--- src/rtl/reg_scoreboard.sv ---
// Issue-side register scoreboard: tracks writes in flight from multi-cycle units,
// stalls issue on RAW/WAW hazards, and keeps occupancy and stall statistics.
module reg_scoreboard #(
  parameter int CNT_W = 16,
  parameter int OCC_W = 6
) (
  input  logic             clk,
  input  logic             rst,
  input  logic             iss_valid,
  input  logic [4:0]       iss_rs,
  input  logic [4:0]       iss_rt,
  input  logic             iss_use_rs,
  input  logic             iss_use_rt,
  input  logic             iss_wr,
  input  logic [4:0]       iss_rd,
  output logic             iss_ready,
  input  logic             wb_valid,
  input  logic [4:0]       wb_rn,
  input  logic             flush,
  output logic [31:0]      busy,
  output logic [OCC_W-1:0] occ,
  output logic [CNT_W-1:0] stall_cnt
);

  localparam logic [CNT_W-1:0] CNT_MAX = '1;

  logic [31:0]      busy_q, busy_d;
  logic [OCC_W-1:0] occ_q, occ_d;
  logic [CNT_W-1:0] stall_cnt_q, stall_cnt_d;

  logic raw, waw, issue;
  logic set_en, clr_en;

  // Hazards look only at registered busy: a retiring write lands in the
  // register file at the end of this cycle, so its readers wait one cycle.
  always_comb begin
    raw       = (iss_use_rs & busy_q[iss_rs]) | (iss_use_rt & busy_q[iss_rt]);
    waw       = iss_wr & busy_q[iss_rd];
    iss_ready = ~(raw | waw);
    issue     = iss_valid & iss_ready;
    set_en    = issue & iss_wr & (iss_rd != 5'd0);
    clr_en    = wb_valid & (wb_rn != 5'd0);
  end

  // NOTE: every signal gets a default at the top of always_comb so no path
  // leaves it unassigned, which would otherwise infer a latch.
  always_comb begin
    busy_d = busy_q;
    if (clr_en) busy_d[wb_rn]  = 1'b0;
    // Applied after the clear so a same-register set wins.
    if (set_en) busy_d[iss_rd] = 1'b1;
    if (flush)  busy_d         = '0;
    busy_d[0] = 1'b0;

    occ_d = '0;
    for (int i = 1; i < 32; i++) begin
      occ_d = occ_d + OCC_W'(busy_d[i]);
    end

    stall_cnt_d = stall_cnt_q;
    if (iss_valid && !iss_ready && (stall_cnt_q != CNT_MAX)) begin
      stall_cnt_d = stall_cnt_q + CNT_W'(1);
    end
  end

  // NOTE: state registers use non-blocking assignments so all flops sample
  // their _d values together at the edge, independent of statement order.
  always_ff @(posedge clk) begin
    if (rst) begin
      busy_q      <= '0;
      occ_q       <= '0;
      stall_cnt_q <= '0;
    end else begin
      busy_q      <= busy_d;
      occ_q       <= occ_d;
      stall_cnt_q <= stall_cnt_d;
    end
  end

  assign busy      = busy_q;
  assign occ       = occ_q;
  assign stall_cnt = stall_cnt_q;

endmodule

--- config.mk ---
export PLATFORM = sky130hd
export DESIGN_NAME = reg_scoreboard
export DESIGN_NICKNAME = d
export VERILOG_FILES = /design/src/rtl/reg_scoreboard.sv
export SDC_FILE = /design/constraint.sdc
export NUM_CORES = 1
export LEC_CHECK = 0
export BUFFER_PORTS_ARGS = -buffer_cell sky130_fd_sc_hd__buf_2
export CAP_MARGIN = 10
export CORE_UTILIZATION = 57
export CTS_CLUSTER_DIAMETER = 60
export DETAILED_ROUTE_END_ITERATION = 10
export PLACE_DENSITY = 0.79
export SETUP_SLACK_MARGIN = 0.02
export SYNTH_ARGS = -nofsm -noshare
export SYNTH_HDL_FRONTEND = slang
export SYNTH_SLANG_ARGS = --single-unit
--- constraint.sdc ---
create_clock -name clk -period 10.1 [get_ports clk]
set_input_delay 2.02 -clock clk [delete_from_list [all_inputs] [get_ports clk]]
set_output_delay 2.02 -clock clk [all_outputs]
set_load 0.1 [all_outputs]
======== After elaboration in Yosys (flattened, before gate mapping) ========
Index checks and enable logic that the tools add are counted.
word-level totals
  register bits after elaboration ......... 54
  bits in latches ......................... 0
  RAM bits ................................ 0
  bits in read-only memories .............. 0
  input bits .............................. 28
  output and inout bits ................... 55
  word-level logic and storage cells ...... 74
  memories ................................ 0
operators by class
  $add $sub $neg .......................... 31
  $mul .................................... 0
  div/mod/pow operators ................... 0
  order comparisons ....................... 6
  equal/unequal tests ..................... 1
  shifts and indexed selects .............. 0
  mux-type cells .......................... 13
  bitwise gates (word level) .............. 13
  reductions and logical operators ........ 6
operator list
  kind                                                                   number
  6-bit by 1-bit adder with 6-bit output                                 25
  32-bit 2-to-1 mux                                                      3
  32-bit AND                                                             1
  32-bit NOT                                                             1
  32-bit OR                                                              1
  5-bit by 6-bit < comparator with 1-bit output, second input constant   4
  16-bit by 1-bit adder with 16-bit output, second input constant        1
  16-bit != test, second input constant                                  1
  1-bit binary-select mux with 5-bit select                              3
  1-bit demux with 5-bit select                                          2
  5-bit by 1-bit >= comparator with 1-bit output, second input constant  2
  5-bit nonzero test                                                     2
  1-bit AND                                                              7
  5-bit by 1-bit adder with 6-bit output                                 1
  4-bit by 1-bit adder with 5-bit output                                 1
  1-bit 2-to-1 mux                                                       5
  3-bit by 1-bit adder with 4-bit output                                 1
  1-bit logical AND                                                      4
  2-bit by 1-bit adder with 3-bit output                                 1
  1-bit by 1-bit adder with 2-bit output                                 1
  1-bit OR                                                               2
  1-bit NOT                                                              1

======== Depth between registers and ports, before layout ========
Gate-level depths: netlist of run 1.
  depth after elaboration ................. 41
  mapped depth ............................ 27
  depth with buffers taken out ............ 24

======== Worst setup path before layout of run 1 ========
No wires, ideal clock.
  path kind ............................... input -> register
  start point ............................. input iss_rt[1]
  end point ............................... register occ_q[4] (netlist: occ[4])
  setup time .............................. 128 ps
  arrival ................................. 8412 ps
  required time ........................... 9972 ps
  setup slack ............................. 1561 ps
  stages on the path ...................... 22
  path buffers ............................ 2
  cells stage by stage .................... buf_6 mux4_1 mux4_2 o211ai_2 and3_1 buf_4 nand3_1 o32ai_1 fa_1 inv_1 fa_1 fa_1 fa_1 fa_1 fa_1 fa_1 inv_1 fa_1 a21o_1 a21oi_1 xor2_1 nor2_1
between the ends
  longest elaborated chain between the ends .. 41
RTL lines
  item                                                   line  RTL
  start: declaration                                     11    input logic [4:0] iss_rt,
  1-bit binary-select mux with 5-bit select              37    raw = (iss_use_rs & busy_q[iss_rs]) | (iss_use_rt & busy_q[iss_rt]);
  1-bit 2-to-1 mux (not written as such)                 37
  1-bit AND                                              37
  1-bit OR                                               37
  1-bit OR                                               39    iss_ready = ~(raw | waw);
  1-bit NOT                                              39
  net iss_ready                                          16    output logic iss_ready,
  1-bit AND                                              40    issue = iss_valid & iss_ready;
  [... 3 more ...]                                       -
  32-bit 2-to-1 mux                                      52    if (flush) busy_d = '0;
  net busy_d[2]                                          27    logic [31:0] busy_q, busy_d;
  1-bit by 1-bit adder with 2-bit output                 57    occ_d = occ_d + OCC_W'(busy_d[i]);
  2-bit by 1-bit adder with 3-bit output                 57
  3-bit by 1-bit adder with 4-bit output                 57
  4-bit by 1-bit adder with 5-bit output                 57
  5-bit by 1-bit adder with 6-bit output                 57
  6-bit by 1-bit adder with 6-bit output (25 in series)  57
  end signal: assignment                                 71    occ_q <= '0;
  end signal: assignment                                 75    occ_q <= occ_d;
  end: declaration                                       28    logic [OCC_W-1:0] occ_q, occ_d;
The timed path passes the listed nets, and every way through them passes these cells. The select of a mux whose other input is x is not followed.
A chain may end at the register's enable or synchronous reset.

======== Final worst setup path of run 1 ========
  start point ............................. input iss_rd[1]
  end point ............................... register occ_q[4] (netlist: occ[4])
between the ends
  longest elaborated chain between the ends .. 40
  elaborated cells on any way between the ends .. 47
  those cells by class .................... 30 x add/sub; 2 x order compare; 6 x mux; 7 x bitwise; 2 x reduce/logical
RTL lines
  item                                                       line  RTL
  start: declaration                                         15    input logic [4:0] iss_rd,
  1-bit binary-select mux with 5-bit select                  38    waw = iss_wr & busy_q[iss_rd];
  1-bit 2-to-1 mux (not written as such)                     38
  1-bit AND                                                  38
  1-bit OR                                                   39
  1-bit NOT                                                  39
  1-bit AND                                                  40
  1-bit AND (2 in series)                                    41    set_en = issue & iss_wr & (iss_rd != 5'd0);
  32-bit 2-to-1 mux (*)                                      51    if (set_en) busy_d[iss_rd] = 1'b1;
  32-bit 2-to-1 mux (*)                                      52
  net busy_d[1]                                              27
  1-bit by 1-bit adder with 2-bit output (*)                 57
  2-bit by 1-bit adder with 3-bit output (*)                 57
  3-bit by 1-bit adder with 4-bit output (*)                 57
  4-bit by 1-bit adder with 5-bit output (*)                 57
  5-bit by 1-bit adder with 6-bit output (*)                 57
  6-bit by 1-bit adder with 6-bit output (*) (25 in series)  57
The timed path passes the listed nets; every way through them passes the cells marked *. The select of a mux whose other input is x is not followed.

==> results.yml, run 1 <==
pwr:
  powerDensity_mw_per_mm2: 86.06
  ir_drop_mv: 0.07590
  p_leak_nw: 1.937
timing:
  grt_setup_unrepaired: "false"
  hold_violations: 0
  worst_pin_slew_ns: 0.6920
  setup_viol: 0
  setup_ws_ns: 1.122
  clock_skew_ns: 0.007775
  fin_tns_setup_ns: 0
  clock.fmax_mhz: 111.4
  slew_viol_final: 0
  min_period_over_period_pct: 88.89
  min_period_ns: 8.978
  slew_headroom_pct: 53.51
drt:
  vias_per_cell: 6.728
  vias: 4205
  drc: 0
  drtAntennaViolNets: 0
  wl_met2_um: 5672
  drt_iter0_drc: 388
  first_pass_iters: 6
  dr.max_layer_used: "met4"
  wl_met1_um: 4930
  route.met3.wl_um: 1492
  routed_wirelength_um: 12380
  wl_per_cell_um: 19.81
worst_setup_path:
  path_max_fanout: 18
  cp_common_cell: "fa_1"
  critPathRequiredTime_ns: 10.29
  rr_worst_depth: 20
  worst-path-stages: 22
  crit_family: "adder cells"
  end_kind: "flip-flop"
  slowest_stage: "or3_1"
  cp-start-kind: "primary input"
  worst-path-buf-inv: 3
  cpPeakStageDelay_ns: 0.72
  worst-setup-path-type: "primary input to flip-flop"
  path_cells: "buf_2 -> mux4_2 -> a22oi_1 -> o41ai_1 -> o31ai_1 -> nand4_1 -> or3_1 -> o22ai_1 -> fa_1 -> inv_1 -> fa_1 -> fa_1 -> fa_1 -> fa_1 -> fa_1 -> fa_1 -> inv_1 -> fa_1 -> a21o_1 -> a21oi_1 -> xor2_1 -> nor2_1"
  worstPathArrival_ns: 9.17
yosys:
  syn_area_per_cell_um2: 9.193
  syn_inst: 469
  synth_nets: 528
  yosys.area.top_type: "dfxtp_1"
  ys_warn_count: 0
  synth.distinct_cells: 60
  synth_edf_count: 0
  synthFlopType: "dfxtp_1"
  syn_area_mm2: 0.004312
  ys_top_cells_by_area: "dfxtp_1, fa_1, mux4_2"
  ys_seq_area_share_pct: 24.61
  synth_top_cell_area_share_pct: 24.61
  synth.ff_latch_count: 53
  async_flop_share_pct: 0
min_path:
  worstHoldPathCells: 2
  min_path_type: "flip-flop to flip-flop"
grt:
  overflow: 0
  grt_use_total_pct: 32.10
  grt_max_degree: 37
  antenna_found_initial: 0
  grt_first_pass_wirelength_um: 19040
  grt_pass1_vias: 3861
clock_network:
  clk_path_buf_depth: 2
  cts_num_sinks: 53
  h-tree-depth: 2
  clock_latency_ns: 0.31
  cts_setup_buffers: 0
  cts_resized: 0
  cts_tree: "done"
  clk_pin_slew_worst_paths_ns: 0.10
  cts_buffers: 5
  hold_buffers: 0
  cts_root_buf: "clkbuf_8"
floorplan:
  die_area_mm2: 0.007916
  placementRows: 31
  die_h_um: 88.97
  die_w_um: 88.97
  start_util_pct: 59.13
  core_area_mm2: 0.007292
  top_level_ports: 83
finish:
  fin_nets: 584
  drive_gt1_share_pct: 25.10
  area_growth_syn_to_layout_pct: 10.59
  layout_commonest_cell: "buf_2"
  antenna_cells: 0
  layout_common_cells: "buf_2, dfxtp_1, o21ai_0, inv_1, nor2_1"
place:
  io_buffers: 81
  routabilityCongestion: 0.9457
  place_hpwl_um: 9215
  dp_slack_ns: 0.8378
job:
  drv_cap: 0
outcome:
  status: "finished clean"
==> synthesized netlist by cell type, types with 3 or more instances <==
| master | n |
|---|---|
| o31ai_1 | 4 |
| o22a_1 | 4 |
| o22a_2 | 3 |
| and4_1 | 3 |
| mux2_2 | 14 |
| buf_2 | 11 |
| nor2b_1 | 15 |
| dfxtp_1 | 53 |
| buf_4 | 3 |
| o32ai_1 | 12 |
| a21o_1 | 3 |
| buf_6 | 4 |
| and3_1 | 3 |
| nand3_1 | 18 |
| nor4_1 | 8 |
| fa_1 | 23 |
| o32a_1 | 8 |
| or3_1 | 15 |
| nor3b_1 | 3 |
| inv_1 | 35 |
| o21a_1 | 3 |
| nand2b_1 | 3 |
| o22ai_1 | 22 |
| or4_1 | 3 |
| nor4b_1 | 4 |
| a21oi_1 | 5 |
| nand3b_1 | 7 |
| nand4_1 | 7 |
| ha_1 | 8 |
| mux2i_1 | 7 |
| mux4_2 | 17 |
| nand2_1 | 19 |
| clkbuf_1 | 14 |
| nor2_1 | 27 |
| o21ai_0 | 48 |
==> worst reg2reg max path, cell delays in order, from the launching register on <==
cell and delay, ns:
dfxtp_1 0.40, mux4_1 0.53, mux4_2 0.49, o211ai_2 0.20, nand4_1 0.38, or3_1 0.72, o22ai_1 0.32, fa_1 0.45
inv_1 0.08, fa_1 0.45, fa_1 0.51, fa_1 0.54, fa_1 0.43, fa_1 0.50, fa_1 0.16, inv_1 0.06
fa_1 0.40, a21o_1 0.19, a21oi_1 0.16, xor2_1 0.16, nor2_1 0.05
==> worst paths after layout <==
check / startpoint / endpoint / slack (ns)
worst max-delay path: iss_rd[1] / occ[4]$_SDFF_PP0_ / 1.12
worst min-delay path: stall_cnt[4]$_SDFFE_PP0P_ / stall_cnt[4]$_SDFFE_PP0P_ / 0.52
worst max register to register: busy[27]$_SDFF_PP0_ / occ[4]$_SDFF_PP0_ / 2.78
worst min register to register: stall_cnt[4]$_SDFFE_PP0P_ / stall_cnt[4]$_SDFFE_PP0P_ / 0.52
==> cell type report <==
class                      instances  area (um^2)
clock buffer                       6        82.58
sequential                        53         1061
inverter                          35        131.4
timing repair buffer              83        420.4
multi-input combinational        347         2935
fill                             664         2524
clock inverter                     2        13.76
tap                               99        123.9
==> power by group <==
group / internal [W] / switching [W]
registers: 0.000210 / 0.00000121
logic: 0.0000191 / 0.0000499
clock network: 0.0000558 / 0.0000746
==> routing by layer <==
layer,global-route usage (%),up-vias
met2,52.52,264
met5,0,-
met3,8.033,30
met1,42.53,2024
met4,9.380,0
li1,-,1887
==> metrics by stage <==
step                      total power [W]  hold slack, ns  cells  instance area [um^2]  utilization (%)
after global placement          0.0002821          0.4887    617                  4672            64.07
after global routing            0.0004222          0.5479    625                  4768            65.39
final                           0.0004104          0.5178    625                  4768            65.39
after floorplan                 0.0002678          0.9148    469                  4312                -
after detailed placement        0.0002830          0.5071    617                  4672            64.07
after CTS                       0.0004105          0.5205    625                  4768            65.39
==> sequential cells by signal (all words and copies together), names as in the netlist <==
register	flops
busy	31
occ	6
stall_cnt	16
==> kinds of logic (layout without fill, tap and decap cells) <==
group	Yosys count	after routing	share of synthesized area, %
adder cells (fa/ha/maj)	31	31	13.00
buffers and inverters	69	126	7.313
AO/OA/AOI/OAI	128	128	20.28
AND/OR/NAND/NOR	144	144	18.72
XOR/XNOR	3	3	0.6095
flip-flops	53	53	24.61
other	1	1	0.08697
multiplexers	40	40	15.38
Note: power is estimated with default switching activity, not from simulation.
==> inputs of run 2 (changes only) <==
--- a/config.mk
+++ b/config.mk
@@ -7,7 +7,9 @@
 export LEC_CHECK = 0
 export BUFFER_PORTS_ARGS = -buffer_cell sky130_fd_sc_hd__buf_2
 export CAP_MARGIN = 10
-export CORE_UTILIZATION = 57
+export CELL_PAD_IN_SITES_DETAIL_PLACEMENT = 1
+export CELL_PAD_IN_SITES_GLOBAL_PLACEMENT = 1
+export CORE_UTILIZATION = 43
 export CTS_CLUSTER_DIAMETER = 60
 export DETAILED_ROUTE_END_ITERATION = 10
 export PLACE_DENSITY = 0.79
==> run 2 against run 1 <==
Compared with the run above:
- largest power group unchanged
- wire length grew 16%
- via count shrank 0.76%
- design area grew 0.84%
- sequential cell count is the same
- hold slack gained 0.013 ns
- register-to-register slack gained 0.12 ns
- cell count grew 5.6%
- first-iteration DRC count shrank 32%
- total power shrank 1.8%
- global-route usage shrank 3.7 points
- clock power shrank 7%
- highest routed layer unchanged
- critical path depth grew 2
==> results.yml, run 2 (synthesis results as in run 1) <==
worst_setup_path:
  critPathRequiredTime_ns: 10.28
  worst-path-stages: 24
  startpoint: "iss_rd[1]"
  rr_worst_depth: 23
  cp-start-kind: "primary input"
  rr_startpoint: "busy[17]$_SDFF_PP0_"
  worst-setup-path-type: "primary input to flip-flop"
  worstPathArrival_ns: 9.11
  end_kind: "flip-flop"
  worst-path-buf-inv: 5
  path_max_fanout: 30
  path_cells: "buf_2 -> mux4_2 -> a22oi_1 -> o41ai_1 -> o31ai_1 -> nand4_1 -> buf_4 -> or4_4 -> o22a_2 -> fa_1 -> fa_1 -> inv_1 -> fa_1 -> inv_1 -> fa_1 -> fa_1 -> fa_1 -> fa_1 -> inv_1 -> fa_1 -> a21o_1 -> a21oi_1 -> xor2_1 -> nor2_1"
  cp_common_cell: "fa_1"
  crit_family: "adder cells"
  slowest_stage: "or4_4"
  cpPeakStageDelay_ns: 0.56
floorplan:
  top_level_ports: 83
  core_area_mm2: 0.009729
  start_util_pct: 44.32
  placementRows: 36
  die_w_um: 102.1
  die_area_mm2: 0.01043
  die_h_um: 102.1
pwr:
  ir_drop_mv: 0.04734
  powerDensity_mw_per_mm2: 83.78
  p_leak_nw: 1.934
finish:
  area_growth_syn_to_layout_pct: 11.52
  fin_util_pct: 49.42
  multi_input_area_mm2: 0.002935
  drive_gt1_share_pct: 25.24
  fin_nets: 585
  layout_common_cells: "buf_2, dfxtp_1, o21ai_0, inv_1, nor2_1"
  layout_commonest_cell: "buf_2"
  stdcell_count: 660
  n_fill_cell: 1191
  seq_area_mm2: 0.001061
  largest_register_ffs: 31
  antenna_cells: 0
drt:
  wl_met2_um: 7046
  drc: 0
  vias: 4173
  drtAntennaViolNets: 0
  first_pass_iters: 4
  dr.max_layer_used: "met4"
  routed_wirelength_um: 14310
  vias_per_cell: 6.323
  wl_met1_um: 6102
  wl_per_cell_um: 21.68
  drt_iter0_drc: 262
  route.met3.wl_um: 760
outcome:
  status: "finished clean"
timing:
  clock.fmax_mhz: 112.0
  min_period_ns: 8.931
  grt_setup_unrepaired: "false"
  setup_ws_ns: 1.169
  fin_tns_setup_ns: 0
  slew_viol_final: 0
  slew_headroom_pct: 50.94
  setup_viol: 0
  worst_pin_slew_ns: 0.7303
  min_period_over_period_pct: 88.43
  clock_skew_ns: 0.01147
  hold_violations: 0
  whs_ns: 0.5309
place:
  io_buffers: 81
  post-place-cells: 652
  place_hpwl_um: 10720
  dp_slack_ns: 0.8747
  routabilityCongestion: 0.9003
grt:
  overflow: 0
  grt_first_pass_wirelength_um: 22380
  grt_max_degree: 37
  grt_pass1_vias: 4197
  grt_use_total_pct: 28.43
  antenna_found_initial: 0
clock_network:
  h-tree-depth: 2
  clk_path_buf_depth: 2
  clk_pin_slew_worst_paths_ns: 0.10
  cts_buffers: 5
  cts_tree: "done"
  cts_resized: 0
  hold_buffers: 0
  cts_root_buf: "clkbuf_8"
  clock_latency_ns: 0.31
  cts_num_sinks: 53
  cts_setup_buffers: 0
min_path:
  min_from: "stall_cnt[4]$_SDFFE_PP0P_"
  min_path_type: "flip-flop to flip-flop"
  worstHoldPathCells: 2
job:
  drv_cap: 0
-- run 2: cell count changes in the layout (fill, tap and decap cells not counted), sizes merged --
cell and delta:
buf +1, clkbuf -1, clkinvlp +1
-- run 2: final cells by class --
class / count / share of cell area [%]
repair buffers: 84 / 8.899
clock inverters: 3 / 0.3643
multi-input cells: 347 / 61.05
well taps: 133 / 3.461
inverters: 35 / 2.732
clock buffers: 5 / 1.431
flip-flops and latches: 53 / 22.07
-- run 2: worst paths after layout --
check             slack [ns]                         to
setup / recovery        1.17          occ[4]$_SDFF_PP0_
hold / removal          0.53  stall_cnt[4]$_SDFFE_PP0P_
setup reg to reg        2.90          occ[4]$_SDFF_PP0_
hold reg to reg         0.53  stall_cnt[4]$_SDFFE_PP0P_
-- run 2: metal layers --
| metal | GRT usage [%] | vias to the layer above |
|---|---|---|
| met4 | 9.341 | 0 |
| met1 | 37.59 | 2113 |
| met5 | 0 | - |
| met2 | 48.89 | 148 |
| li1 | - | 1879 |
| met3 | 2.736 | 33 |
-- run 2: where the power goes --
part	total [W]	switching (W)	leakage [nW]	internal (W)
logic	0.0000709	0.0000516	1.46	0.0000193
registers	0.000211	0.00000117	0.427	0.000210
clock network	0.000121	0.0000729	0.0439	0.0000481
total	0.000403	0.000126	1.93	0.000277
-- run 2: worst reg2reg max path, stage by stage (launching register included) --
cell     delay, ns
dfxtp_1       0.41
mux4_2        0.48
a22oi_1       0.21
o41ai_1       0.10
o31ai_1       0.37
nand4_1       0.17
buf_4         0.26
or4_4         0.56
o22a_2        0.29
fa_1          0.49
fa_1          0.51
inv_1         0.05
fa_1          0.47
inv_1         0.05
fa_1          0.45
fa_1          0.49
fa_1          0.52
fa_1          0.17
inv_1         0.06
fa_1          0.40
a21o_1        0.19
a21oi_1       0.17
xor2_1        0.16
nor2_1        0.05
-- run 2: per-stage QoR --
stage | total power [W] | area (um^2)
floorplan | 0.0002678 | 4312
CTS | 0.0004043 | 4808
global route | 0.0004181 | 4808
global placement | 0.0002834 | 4722
finish | 0.0004029 | 4808
detailed placement | 0.0002854 | 4722
